### src/rtl/mode_select_controller_if.sv
// Signal bundle between the game screen timer / board buttons and mode_select_controller.
// master = timer and board side, slave = the controller.
interface mode_select_controller_if;
    logic       logo;
    logic       select_mode_screen;
    logic       end_of_game;
    logic       play_again;
    logic       btn_up;
    logic       btn_down;
    logic       btn_select;
    logic       btn_quit;
    logic       selected_a_mode;
    logic       two_player_mode;
    logic       end_game_early;
    logic       end_tutorial;
    logic [1:0] menu_cursor;
    logic [2:0] game_state;
    logic [2:0] tutorial_page;

    modport master (
        output logo, select_mode_screen, end_of_game, play_again,
        output btn_up, btn_down, btn_select, btn_quit,
        input  selected_a_mode, two_player_mode, end_game_early, end_tutorial,
        input  menu_cursor, game_state, tutorial_page
    );

    modport slave (
        input  logo, select_mode_screen, end_of_game, play_again,
        input  btn_up, btn_down, btn_select, btn_quit,
        output selected_a_mode, two_player_mode, end_game_early, end_tutorial,
        output menu_cursor, game_state, tutorial_page
    );
endinterface

### src/rtl/mode_select_controller.sv
// Menu/game FSM behind debounced buttons; a press acts DEBOUNCE_CYCLES+4 edges after the raw rise.
// No backpressure: events are single-cycle pulses, all outputs are registered.
module mode_select_controller #(
    parameter int DEBOUNCE_CYCLES = 1000000,
    parameter int TUTORIAL_PAGES  = 4
) (
    input  logic                     clock,
    input  logic                     reset,
    mode_select_controller_if.slave  bus
);
    localparam int              CW        = (DEBOUNCE_CYCLES > 1) ? $clog2(DEBOUNCE_CYCLES) : 1;
    localparam logic [CW-1:0]   CNT_LAST  = CW'(DEBOUNCE_CYCLES - 1);
    localparam logic [2:0]      PAGE_LAST = 3'(TUTORIAL_PAGES - 1);
    localparam int              B_UP      = 0;
    localparam int              B_DN      = 1;
    localparam int              B_SEL     = 2;
    localparam int              B_QUIT    = 3;

    typedef enum logic [2:0] {
        S_LOGO     = 3'd0,
        S_SELECT   = 3'd1,
        S_TUTORIAL = 3'd2,
        S_PLAY1    = 3'd3,
        S_PLAY2    = 3'd4,
        S_SCORE    = 3'd5,
        S_DONE     = 3'd6
    } state_t;

    logic [3:0]          btn_raw;
    logic [3:0]          sync1_q, sync2_q;
    logic [3:0]          deb_q, deb_d, deb_prev_q, press_q;
    logic [3:0][CW-1:0]  cnt_q, cnt_d;

    state_t      state_q, state_d;
    logic [1:0]  cursor_q, cursor_d;
    logic [2:0]  page_q, page_d;
    logic        sel1_q, sel1_d;
    logic        sel2_q, sel2_d;
    logic        early_q, early_d;
    logic        endtut_q, endtut_d;

    logic up_ev, dn_ev, sel_ev, quit_ev;

    assign btn_raw = {bus.btn_quit, bus.btn_select, bus.btn_down, bus.btn_up};

    // Level flips only after DEBOUNCE_CYCLES consecutive disagreeing samples.
    always_comb begin
        deb_d = deb_q;
        cnt_d = cnt_q;
        for (int b = 0; b < 4; b++) begin
            if (sync2_q[b] == deb_q[b]) begin
                cnt_d[b] = '0;
            end else if (cnt_q[b] == CNT_LAST) begin
                deb_d[b] = ~deb_q[b];
                cnt_d[b] = '0;
            end else begin
                cnt_d[b] = cnt_q[b] + CW'(1);
            end
        end
    end

    always_ff @(posedge clock) begin
        if (reset) begin
            sync1_q    <= '0;
            sync2_q    <= '0;
            deb_q      <= '0;
            deb_prev_q <= '0;
            press_q    <= '0;
            cnt_q      <= '0;
        end else begin
            sync1_q    <= btn_raw;
            sync2_q    <= sync1_q;
            deb_q      <= deb_d;
            deb_prev_q <= deb_q;
            press_q    <= deb_q & ~deb_prev_q;
            cnt_q      <= cnt_d;
        end
    end

    assign up_ev   = press_q[B_UP];
    assign dn_ev   = press_q[B_DN];
    assign sel_ev  = press_q[B_SEL];
    assign quit_ev = press_q[B_QUIT];

    always_comb begin
        state_d  = state_q;
        cursor_d = cursor_q;
        page_d   = page_q;
        sel1_d   = sel1_q;
        sel2_d   = sel2_q;
        early_d  = early_q;
        endtut_d = endtut_q;
        case (state_q)
            S_LOGO: begin
                if (bus.select_mode_screen) state_d = S_SELECT;
            end
            S_SELECT: begin
                // An accepted select uses the cursor as it stood before any same-cycle move.
                if (sel_ev && bus.select_mode_screen) begin
                    case (cursor_q)
                        2'd0: begin
                            sel1_d  = 1'b1;
                            sel2_d  = 1'b0;
                            state_d = S_PLAY1;
                        end
                        2'd1: begin
                            sel1_d  = 1'b0;
                            sel2_d  = 1'b1;
                            state_d = S_PLAY2;
                        end
                        default: begin
                            page_d  = '0;
                            state_d = S_TUTORIAL;
                        end
                    endcase
                end else if (up_ev && !dn_ev) begin
                    cursor_d = (cursor_q == 2'd0) ? 2'd2 : cursor_q - 2'd1;
                end else if (dn_ev && !up_ev) begin
                    cursor_d = (cursor_q == 2'd2) ? 2'd0 : cursor_q + 2'd1;
                end
            end
            S_TUTORIAL: begin
                if (bus.play_again) begin
                    state_d  = S_DONE;
                    early_d  = 1'b0;
                    endtut_d = 1'b0;
                end else if (!endtut_q) begin
                    if (quit_ev || (sel_ev && page_q == PAGE_LAST)) begin
                        endtut_d = 1'b1;
                    end else if (sel_ev) begin
                        page_d = page_q + 3'd1;
                    end
                end
            end
            S_PLAY1, S_PLAY2: begin
                if (bus.end_of_game) begin
                    state_d = S_SCORE;
                end else if (quit_ev) begin
                    early_d = 1'b1;
                    state_d = S_SCORE;
                end
            end
            S_SCORE: begin
                if (bus.play_again) begin
                    state_d  = S_DONE;
                    early_d  = 1'b0;
                    endtut_d = 1'b0;
                end
            end
            default: begin
                early_d  = 1'b0;
                endtut_d = 1'b0;
            end
        endcase
    end

    always_ff @(posedge clock) begin
        if (reset) begin
            state_q  <= S_LOGO;
            cursor_q <= '0;
            page_q   <= '0;
            sel1_q   <= 1'b0;
            sel2_q   <= 1'b0;
            early_q  <= 1'b0;
            endtut_q <= 1'b0;
        end else begin
            state_q  <= state_d;
            cursor_q <= cursor_d;
            page_q   <= page_d;
            sel1_q   <= sel1_d;
            sel2_q   <= sel2_d;
            early_q  <= early_d;
            endtut_q <= endtut_d;
        end
    end

    assign bus.selected_a_mode = sel1_q;
    assign bus.two_player_mode = sel2_q;
    assign bus.end_game_early  = early_q;
    assign bus.end_tutorial    = endtut_q;
    assign bus.menu_cursor     = cursor_q;
    assign bus.game_state      = state_q;
    assign bus.tutorial_page   = page_q;
endmodule

### src/flat_wrapper.sv
// flat-port wrapper written by rule: the top's interface ports become plain ports
module mode_select_controller_flat 
#(
    parameter int DEBOUNCE_CYCLES = 1000000,
    parameter int TUTORIAL_PAGES  = 4
)
  (clock, reset, bus_logo, bus_select_mode_screen, bus_end_of_game, bus_play_again, bus_btn_up, bus_btn_down, bus_btn_select, bus_btn_quit, bus_selected_a_mode, bus_two_player_mode, bus_end_game_early, bus_end_tutorial, bus_menu_cursor, bus_game_state, bus_tutorial_page);
  mode_select_controller_if bus_i ();
  input  logic clock;
  input  logic reset;
  input wire logic [$bits(bus_i.logo)-1:0] bus_logo;
  input wire logic [$bits(bus_i.select_mode_screen)-1:0] bus_select_mode_screen;
  input wire logic [$bits(bus_i.end_of_game)-1:0] bus_end_of_game;
  input wire logic [$bits(bus_i.play_again)-1:0] bus_play_again;
  input wire logic [$bits(bus_i.btn_up)-1:0] bus_btn_up;
  input wire logic [$bits(bus_i.btn_down)-1:0] bus_btn_down;
  input wire logic [$bits(bus_i.btn_select)-1:0] bus_btn_select;
  input wire logic [$bits(bus_i.btn_quit)-1:0] bus_btn_quit;
  output wire logic [$bits(bus_i.selected_a_mode)-1:0] bus_selected_a_mode;
  output wire logic [$bits(bus_i.two_player_mode)-1:0] bus_two_player_mode;
  output wire logic [$bits(bus_i.end_game_early)-1:0] bus_end_game_early;
  output wire logic [$bits(bus_i.end_tutorial)-1:0] bus_end_tutorial;
  output wire logic [$bits(bus_i.menu_cursor)-1:0] bus_menu_cursor;
  output wire logic [$bits(bus_i.game_state)-1:0] bus_game_state;
  output wire logic [$bits(bus_i.tutorial_page)-1:0] bus_tutorial_page;
  assign bus_i.logo = bus_logo;
  assign bus_i.select_mode_screen = bus_select_mode_screen;
  assign bus_i.end_of_game = bus_end_of_game;
  assign bus_i.play_again = bus_play_again;
  assign bus_i.btn_up = bus_btn_up;
  assign bus_i.btn_down = bus_btn_down;
  assign bus_i.btn_select = bus_btn_select;
  assign bus_i.btn_quit = bus_btn_quit;
  assign bus_selected_a_mode = bus_i.selected_a_mode;
  assign bus_two_player_mode = bus_i.two_player_mode;
  assign bus_end_game_early = bus_i.end_game_early;
  assign bus_end_tutorial = bus_i.end_tutorial;
  assign bus_menu_cursor = bus_i.menu_cursor;
  assign bus_game_state = bus_i.game_state;
  assign bus_tutorial_page = bus_i.tutorial_page;
  mode_select_controller #(.DEBOUNCE_CYCLES(DEBOUNCE_CYCLES), .TUTORIAL_PAGES(TUTORIAL_PAGES)) u_core (.clock(clock), .reset(reset), .bus(bus_i));
endmodule
### config.mk
export PLATFORM = sky130hd
export DESIGN_NAME = mode_select_controller_flat
export DESIGN_NICKNAME = d
export VERILOG_FILES = /design/src/rtl/mode_select_controller_if.sv /design/src/rtl/mode_select_controller.sv /design/src/flat_wrapper.sv
export SDC_FILE = /design/constraint.sdc
export NUM_CORES = 1
export LEC_CHECK = 0
export CAP_MARGIN = 10
export CORE_UTILIZATION = 55
export CTS_CLUSTER_SIZE = 8
export DETAILED_ROUTE_END_ITERATION = 8
export PLACE_DENSITY = 0.8
export SYNTH_ARGS = -nofsm -noshare
export SYNTH_HDL_FRONTEND = slang
export SYNTH_SLANG_ARGS = --single-unit
export TNS_END_PERCENT = 1
### constraint.sdc
create_clock -name clock -period 2.5 [get_ports clock]
set_clock_uncertainty 0.15 [all_clocks]
set_input_delay 0.25 -clock clock [delete_from_list [all_inputs] [get_ports clock]]
set_output_delay 0.25 -clock clock [all_outputs]
set_load 0.01 [all_outputs]
After elaboration in Yosys (flattened, before gate mapping)
Index checks and enable logic that the tools add are counted.
{"block": "word_totals", "regBits": 112, "out_inout_bits": 12, "wordCells": 127, "in_bits": 10}
{"block": "op_classes", "addsub": 7, "reduce_logical": 32, "n_bitwise": 13, "n_eq_ne": 28, "mux": 28}
{"op": "adder 20 x 1 -> 20 bit (second input constant)", "count": 4}
{"op": "== test 20 bit (second input constant)", "count": 4}
{"op": "two-way mux 3 bit", "count": 11}
{"op": "inequality test 2 bit (second input constant)", "count": 7}
{"op": "one-hot mux 3 bit (2 select lines)", "count": 2}
{"op": "one-hot mux 3 bit (4 select lines)", "count": 1}
{"op": "OR reduction 3 bit", "count": 4}
{"op": "inverter 1 bit", "count": 11}
{"op": "AND reduction 2 bit", "count": 5}
{"op": "== test 3 x 2 -> 1 bit (second input constant)", "count": 3}
{"op": "two-way mux 2 bit", "count": 4}
{"op": "inequality test 2 x 1 -> 1 bit (second input constant)", "count": 4}
{"op": "OR reduction 2 bit", "count": 4}
{"op": "AND reduction 7 bit", "count": 1}
{"op": "== test 3 bit (second input constant)", "count": 2}
{"op": "two-way mux 1 bit", "count": 6}
{"op": "one-hot mux 1 bit (3 select lines)", "count": 2}
{"op": "AND reduction 3 bit", "count": 2}
{"op": "nonzero test 2 bit", "count": 3}
{"op": "AND reduction 5 bit", "count": 1}
{"op": "bitwise AND 4 bit", "count": 1}
{"op": "== test 1 bit", "count": 4}
{"op": "logical AND 1 bit", "count": 4}
{"op": "inverter 4 bit", "count": 1}
{"op": "other kinds (15)", "count": 17}

Longest topological paths before layout
Gate-level depths: netlist (run 1).
{"block": "logic_depth", "word_depth": 7, "depth_mapped": 8, "ltp_nobuf": 7}

Worst setup path before layout (run 1)
No wires, ideal clock.
{"block": "synth_path", "path_type": "register -> register", "start": "register u_core.cursor_q[0], in the netlist u_core.bus.menu_cursor[0]", "end": "register u_core.page_q[0], in the netlist u_core.bus.tutorial_page[0]", "path_slack_ps": 510, "arrival_ps": 1713, "period_less_slack_ps": 1990, "setup_ps": 128, "path_stages_with_launch": 7, "cell_sequence": "dfxtp_1 > inv_1 > ha_1 > or4b_1 > a21oi_2 > mux2i_1 > nor2_1"}
{"block": "synth_between", "elab_chain_cells": 4, "elab_cells_between_ends": 5, "classes_between": "eq/ne (2); reduce/logical (3)"}
{"item": "start, declared", "line_no": "mode_select_controller.sv:35", "text": "logic [1:0] cursor_q, cursor_d;"}
{"item": "start signal, assigned", "line_no": "mode_select_controller.sv:168", "text": "cursor_q <= cursor_d;"}
{"item": "== test 2 x 1 -> 1 bit or zero test 2 bit (tied branches)", "line_no": "mode_select_controller.sv:100", "text": "case (cursor_q)"}
{"item": "OR reduction 2 bit (no line) (*)"}
{"item": "inequality test 2 bit (no line) (*)"}
{"item": "AND reduction 7 bit (no line) (*)"}
{"item": "end signal, assigned", "line_no": "mode_select_controller.sv:169", "text": "page_q <= page_d;"}
{"item": "end, declared", "line_no": "mode_select_controller.sv:36", "text": "logic [2:0] page_q, page_d;"}
Every way passes the cells marked *; elsewhere a longest branch is shown, timed or not.
A chain may end at the register's enable or synchronous reset.

Final worst setup path (run 1)
{"block": "layout_path", "start": "register u_core.cursor_q[1], in the netlist u_core.bus.menu_cursor[1]", "end": "register u_core.page_q[0], in the netlist u_core.bus.tutorial_page[0]"}
The elaborated chain is that of the path after synthesis.

==> metrics.csv, run 1 <==
metric,value,unit
synth_area,4750,sq um
coreArea,8300,sq um
drv_slew,0,
swShare,0.222,
yosysWarnings,0,
place.gp.congestion,0.782,
p_switching,0.000687,W
crit_path_cell_trace,inv_1 -> ha_1 -> or4b_1 -> a21oi_2 -> mux2i_1 -> nor2_1,
synth_area_leaders,"dfxtp_1 (47%), xor2_1 (9.4%), nor2_1 (8.5%)",
grt_pass1_vias,3295,
drv_cap,0,
path_max_fanout,5,
wl_per_cell,12.6,microns
die_y,94.9,microns
synth_ff_type,dfxtp_1,
met2_usage,0.363,
cp_data_required_time,2.62,ns
clockBufferDepth,2,
cts_tree,done,
slowest_stage,or4b_1,
io_pins,22,
drt_first_pass_iters,4,
fin_util,0.633,
p_comb_frac,0.029,
synthArstFlopShare,0,
crit_buf_inv,1,
clkLatencyLatePin,0.38,ns
use_met3,0.0459,
p_leak,1.77,nW
synth.top_cell.area_share,0.472,
synth_edf_count,0,
dp_cells,648,
finalHoldViolations,0,
start_util,0.572,
grt-ovfl-total,0,
cts_buffers,9,
rows,33,
seqPwrFrac,0.585,
diodes,0,
grt_usage,0.197,
p_int,0.00241,W
drtIter0Drc,65,
use_met1,0.223,
worst_ir_drop_vdd,0.331,mV
min_path_type,register to register,
power_density,591,nW/um^2
drive_gt1_frac,0.0430,
fp.dieW,94.9,microns
tightest_slew,0.686,ns
numClockSinks,112,
avgSynthCellArea,8.92,sq um
ys_types,41,
finalWirelength,8.33,mm
final_cells,663,
area_growth,10.6,%
p_clk_frac,0.386,
arrival,2.21,ns
antenna_left,0,
crit_type,register to register,
timing.fmax,0.480,GHz
cts_root_buffer,clkbuf_8,
path_clk_slew,0.11,ns
antenna_found_initial,0,
outcome,finished clean,
yosysSeqAreaShare,0.472,
cpPeakStageDelay,0.55,ns
tns,0,ns
grt_max_degree,21,
synth_seq_cells,112,
critPathLaunchType,register,
dp_hpwl,5.82,mm
nets,575,
end_kind,register,
grt-busiest-layer,met2,
num_vias,3556,
h-tree-depth,3,
r2r_setup_slack,0.42,ns
holdBufCountCts,0,
rsz0062_at_grt,false,
post_cts_buffers,0,
grt_pass1_wl,14.1,mm
syn_nets,553,
die-area,9000,sq um
finalSetupViolations,0,
cp_top_family,simple AND/OR/NAND/NOR gates,
cts_resized,0,
syn_inst,532,
slew_headroom,0.538,
nFillCells,700,
min_period_over_period,0.834,
fin_crit,2.08,ns
via_per_inst,5.36,
drc,0,
synth_top_area_cell,dfxtp_1,
io_buffers,20,
==> worst paths after layout <==
path                                 end                 startpoint  depth (start not counted)
max          u_core.bus.tutorial_page[0]  u_core.bus.menu_cursor[1]                          6
min                    u_core.press_q[1]       u_core.deb_prev_q[1]                          1
max reg2reg  u_core.bus.tutorial_page[0]  u_core.bus.menu_cursor[1]                          6
min reg2reg            u_core.press_q[1]       u_core.deb_prev_q[1]                          1
==> layout by cell type, fill, tap and decap left out, types with 4 or more instances in the layout <==
cell type        instances
clkdlybuf4s50_1         20
a21oi_1                  7
nor2_1                 108
nor3_1                  15
a211oi_1                 4
dfxtp_1                112
and4_1                   7
and3_1                  13
ha_1                    11
nand4_1                 12
o21ai_0                  4
nor4_1                   6
clkbuf_8                 9
mux2i_1                  7
nand3_1                 35
inv_1                   10
nor2b_1                 19
xor2_1                  51
xnor2_1                 25
nand2_1                 43
==> cells in the mapped netlist (all sizes together), types with 4 or more instances <==
| cell | instances |
|---|---|
| ha | 11 |
| mux2i | 7 |
| xnor2 | 25 |
| dfxtp | 112 |
| xor2 | 51 |
| nor2 | 108 |
| nand3 | 35 |
| a211oi | 4 |
| and4 | 7 |
| or2 | 4 |
| inv | 10 |
| buf | 7 |
| clkbuf | 5 |
| o21ai | 4 |
| and3 | 13 |
| nor4 | 7 |
| nor3 | 15 |
| nand2 | 43 |
| a21oi | 8 |
| nand4 | 12 |
| nor2b | 19 |
==> power by group through the flow <==
stage	logic, W	registers, W	clock network, W
CTS	0.0000894	0.00181	0.00122
finish	0.0000887	0.00181	0.00120
global route	0.0000980	0.00182	0.00128
floorplan	0.0000599	0.00185	0
detailed placement	0.0000883	0.00186	0
global placement	0.0000864	0.00185	0
==> registers in the layout (all words and copies together), names as in the netlist <==
register / cells
u_core.sync2_q: 4
u_core.bus.two_player_mode: 1
u_core.deb_q: 4
u_core.cnt_q: 80
u_core.bus.end_tutorial: 1
u_core.bus.end_game_early: 1
u_core.bus.game_state: 3
u_core.deb_prev_q: 4
u_core.bus.tutorial_page: 3
u_core.sync1_q: 4
u_core.bus.selected_a_mode: 1
u_core.bus.menu_cursor: 2
u_core.press_q: 4
==> worst register-to-register path, cell delays in order, from the launching register on <==
cell	delay, ns
dfxtp_1	0.39
inv_1	0.10
ha_1	0.26
or4b_1	0.55
a21oi_2	0.26
mux2i_1	0.21
nor2_1	0.06
==> per-layer routing <==
metal / up-vias / part of all wire
met1: 1695 / 0.45
met3: 8 / 0.022
li1: 1822 / -
met4: 0 / 0.013
met5: - / 0
met2: 31 / 0.52
==> final cells by class <==
type | count | area, sq um | share of cell area
clock buffer | 9 | 124 | 0.0236
clock inverter | 6 | 97.6 | 0.0186
inverter | 10 | 37.5 | 0.00715
multi-input combinational | 398 | 2390 | 0.456
sequential | 112 | 2240 | 0.427
tap | 105 | 131 | 0.0250
timing repair buffer | 23 | 223 | 0.0424
==> cells by family after synthesis <==
group                      Yosys count  synth area share
and+or+nand+nor                    279             0.287
muxes                                7            0.0148
buffers and inverters               22            0.0229
AOI/OAI and AO/OA                   25            0.0340
adders and majority gates           11            0.0290
xor gates and xnor gates            76             0.140
DFF                                112             0.472
==> metrics by stage <==
step / instance area (sq um) / hold slack (ns) / power [W] / worst slack (ns)
after detailed placement: 5030 / 0.228 / 0.00194 / 0.345
after floorplan: 4750 / 0.217 / 0.00191 / 0.510
final: 5250 / 0.240 / 0.00310 / 0.415
after global routing: 5250 / 0.250 / 0.00320 / 0.250
after global placement: 5030 / 0.224 / 0.00194 / 0.366
after CTS: 5250 / 0.244 / 0.00313 / 0.411
No activity file was read; power rests on OpenSTA's default activity.
==> run 2: changes to the inputs <==
--- a/config.mk
+++ b/config.mk
@@ -6,10 +6,10 @@
 export NUM_CORES = 1
 export LEC_CHECK = 0
 export CAP_MARGIN = 10
-export CORE_UTILIZATION = 55
+export CORE_UTILIZATION = 54
 export CTS_CLUSTER_SIZE = 8
 export DETAILED_ROUTE_END_ITERATION = 8
-export PLACE_DENSITY = 0.8
+export PLACE_DENSITY = 0.81
 export SYNTH_ARGS = -nofsm -noshare
 export SYNTH_HDL_FRONTEND = slang
 export SYNTH_SLANG_ARGS = --single-unit
==> constraint.sdc (replaced) <==
create_clock -name clock -period 1.8 [get_ports clock]
set_clock_uncertainty 0.15 [all_clocks]
set_input_delay 0.18 -clock clock [delete_from_list [all_inputs] [get_ports clock]]
set_output_delay 0.18 -clock clock [all_outputs]
set_load 0.01 [all_outputs]
==> metrics.csv, run 2 (same netlist as run 1, synthesis figures left out) <==
metric,value,unit,change
crit_top_cell,ha_2,,
die_y,95.7,microns,was 94.9 microns
worst_ir_drop_vdd,0.639,mV,was 0.331 mV
drv_slew,0,,unchanged
coreArea,8340,sq um,was 8300 sq um
io_pins,22,,unchanged
clkLatencyLatePin,0.37,ns,was 0.38 ns
rsz0062_at_grt,true,,was false
fin_crit,1.88,ns,was 2.08 ns
cp_data_required_time,1.90,ns,was 2.62 ns
crit_path_cell_trace,ha_2 -> ha_2 -> nor4_2 -> nand3_1 -> a21oi_4 -> mux2i_1 -> nor2_1,,was inv_1 -> ha_1 -> or4b_1 -> a21oi_2 -> mux2i_1 -> nor2_1
slowest_stage,dfxtp_2,,was or4b_1
via_per_inst,5.27,,was 5.36
clockBufferDepth,2,,unchanged
cts_tree,done,,unchanged
min_path_type,input port to register,,was register to register
grt_pass1_vias,3562,,was 3295
tightest_slew,0.404,ns,was 0.686 ns
fp.dieW,95.7,microns,was 94.9 microns
antenna_left,0,,unchanged
regToRegStartpoint,u_core.bus.tutorial_page[0],,was u_core.bus.menu_cursor[1]
cpPeakStageDelay,0.33,ns,was 0.55 ns
path_max_fanout,3,,was 5
drive_gt1_frac,0.155,,was 0.0430
hold_path_depth,2,,was 1
holdBufCountCts,0,,unchanged
power_density,712,nW/um^2,was 591 nW/um^2
grt_pass1_wl,14.9,mm,was 14.1 mm
dp_slack,-0.244,ns,was 0.345 ns
min_period_over_period,1.05,,was 0.834
p_leak,2.04,nW,was 1.77 nW
drc,0,,unchanged
min_from,bus_btn_down,,was u_core.deb_prev_q[1]
h-tree-depth,3,,unchanged
drt_first_pass_iters,5,,was 4
cts_root_buffer,clkbuf_8,,unchanged
regMostFlops,u_core.cnt_q,,unchanged
r2r_end,u_core.bus.tutorial_page[1],,was u_core.bus.tutorial_page[0]
wl_per_cell,12.5,microns,was 12.6 microns
grt_max_degree,28,,was 21
dp_hpwl,6.43,mm,was 5.82 mm
rr_worst_depth,7,,was 6
grt-ovfl-total,0,,unchanged
final_cells,713,,was 663
slew_headroom,0.724,,was 0.538
r2r_setup_slack,-0.08,ns,was 0.42 ns
cp_top_family,simple AND/OR/NAND/NOR gates,,unchanged
nFillCells,635,,was 700
dp_cells,696,,was 648
grt_usage,0.207,,was 0.197
final_cell_mix,"nor2_1 (107), dfxtp_1 (107), xor2_1 (51), buf_4 (47), nand2_1 (42)",,"was dfxtp_1 (112), nor2_1 (108), xor2_1 (51), nand2_1 (43), nand3_1 (35)"
finalSetupViolations,16,,was 0
start_util,0.569,,was 0.572
place.gp.congestion,0.824,,was 0.782
numClockSinks,112,,unchanged
arrival,1.98,ns,was 2.21 ns
area_growth,20.4,%,was 10.6%
timing.fmax,0.531,GHz,was 0.480 GHz
finalWirelength,8.93,mm,was 8.33 mm
setup_ws,-0.0829,ns,was 0.415 ns
rows,33,,unchanged
end_kind,register,,unchanged
path_clk_slew,0.10,ns,was 0.11 ns
drv_cap,0,,unchanged
nets,624,,was 575
crit_buf_inv,0,,was 1
diodes,0,,unchanged
antenna_found_initial,0,,unchanged
drtIter0Drc,117,,was 65
cts_buffers,9,,unchanged
crit_type,register to register,,unchanged
critPathLaunchType,register,,unchanged
largest_reg_flops,80,,unchanged
io_buffers,20,,unchanged
violations,setup timing,,
finalHoldViolations,0,,unchanged
holdPathEnd,u_core.sync1_q[1],,was u_core.press_q[1]
outcome,"complete, but fails checks",,was finished clean
die-area,9170,sq um,was 9000 sq um
fin_hold_ws,0.211,ns,was 0.240 ns
num_vias,3757,,was 3556
==> run 2: how the worst max path moves through the flow <==
stage               cells past startpoint                     endpoint                        start
global route                            6  u_core.bus.tutorial_page[1]    u_core.bus.menu_cursor[0]
finish                                  7  u_core.bus.tutorial_page[1]  u_core.bus.tutorial_page[0]
global placement                        6  u_core.bus.tutorial_page[0]       bus_select_mode_screen
CTS                                     6  u_core.bus.tutorial_page[0]    u_core.bus.menu_cursor[1]
floorplan                               6  u_core.bus.tutorial_page[0]    u_core.bus.menu_cursor[1]
detailed placement                      6  u_core.bus.tutorial_page[2]       bus_select_mode_screen
==> run 2: timing repair <==
item,in CTS,in global routing
setup buffers,1,0
pin swaps,3,7
cloned,0,0
setup endpoints to repair,22,57
gates resized for setup,4,13
==> run 2: layout make-up <==
type                       instances  area [sq um]  area share
inverter                          10          40.0     0.00701
multi-input combinational        398          2470       0.431
timing repair buffer              72           643       0.113
clock buffer                      10           128      0.0223
sequential                       112          2250       0.394
tap                              105           131      0.0230
clock inverter                     6          53.8     0.00941
==> run 2: where the power goes <==
group / switching, W / internal (W)
Sequential: 0.00000945 / 0.00249
Combinational: 0.0000903 / 0.0000831
Clock: 0.000866 / 0.000527
Total: 0.000966 / 0.00310
==> run 2: metal layers <==
metal,vias to the layer above,GRT usage,wire length (microns)
met1,1782,0.234,3890
met2,39,0.380,4730
met3,12,0.0427,205
met4,0,0.0771,102
li1,1924,-,-
met5,-,0,0
==> run 2: per-stage QoR <==
| stage | total power (W) | setup TNS (ns) | utilization | cell area (sq um) |
|---|---|---|---|---|
| after floorplan | 0.00265 | -0.181 | - | 4780 |
| after global placement | 0.00272 | -0.793 | 0.655 | 5470 |
| after detailed placement | 0.00273 | -0.921 | 0.655 | 5470 |
| after CTS | 0.00411 | -0.154 | 0.680 | 5670 |
| after global routing | 0.00421 | -2.66 | 0.685 | 5720 |
| final | 0.00407 | -0.191 | 0.685 | 5720 |
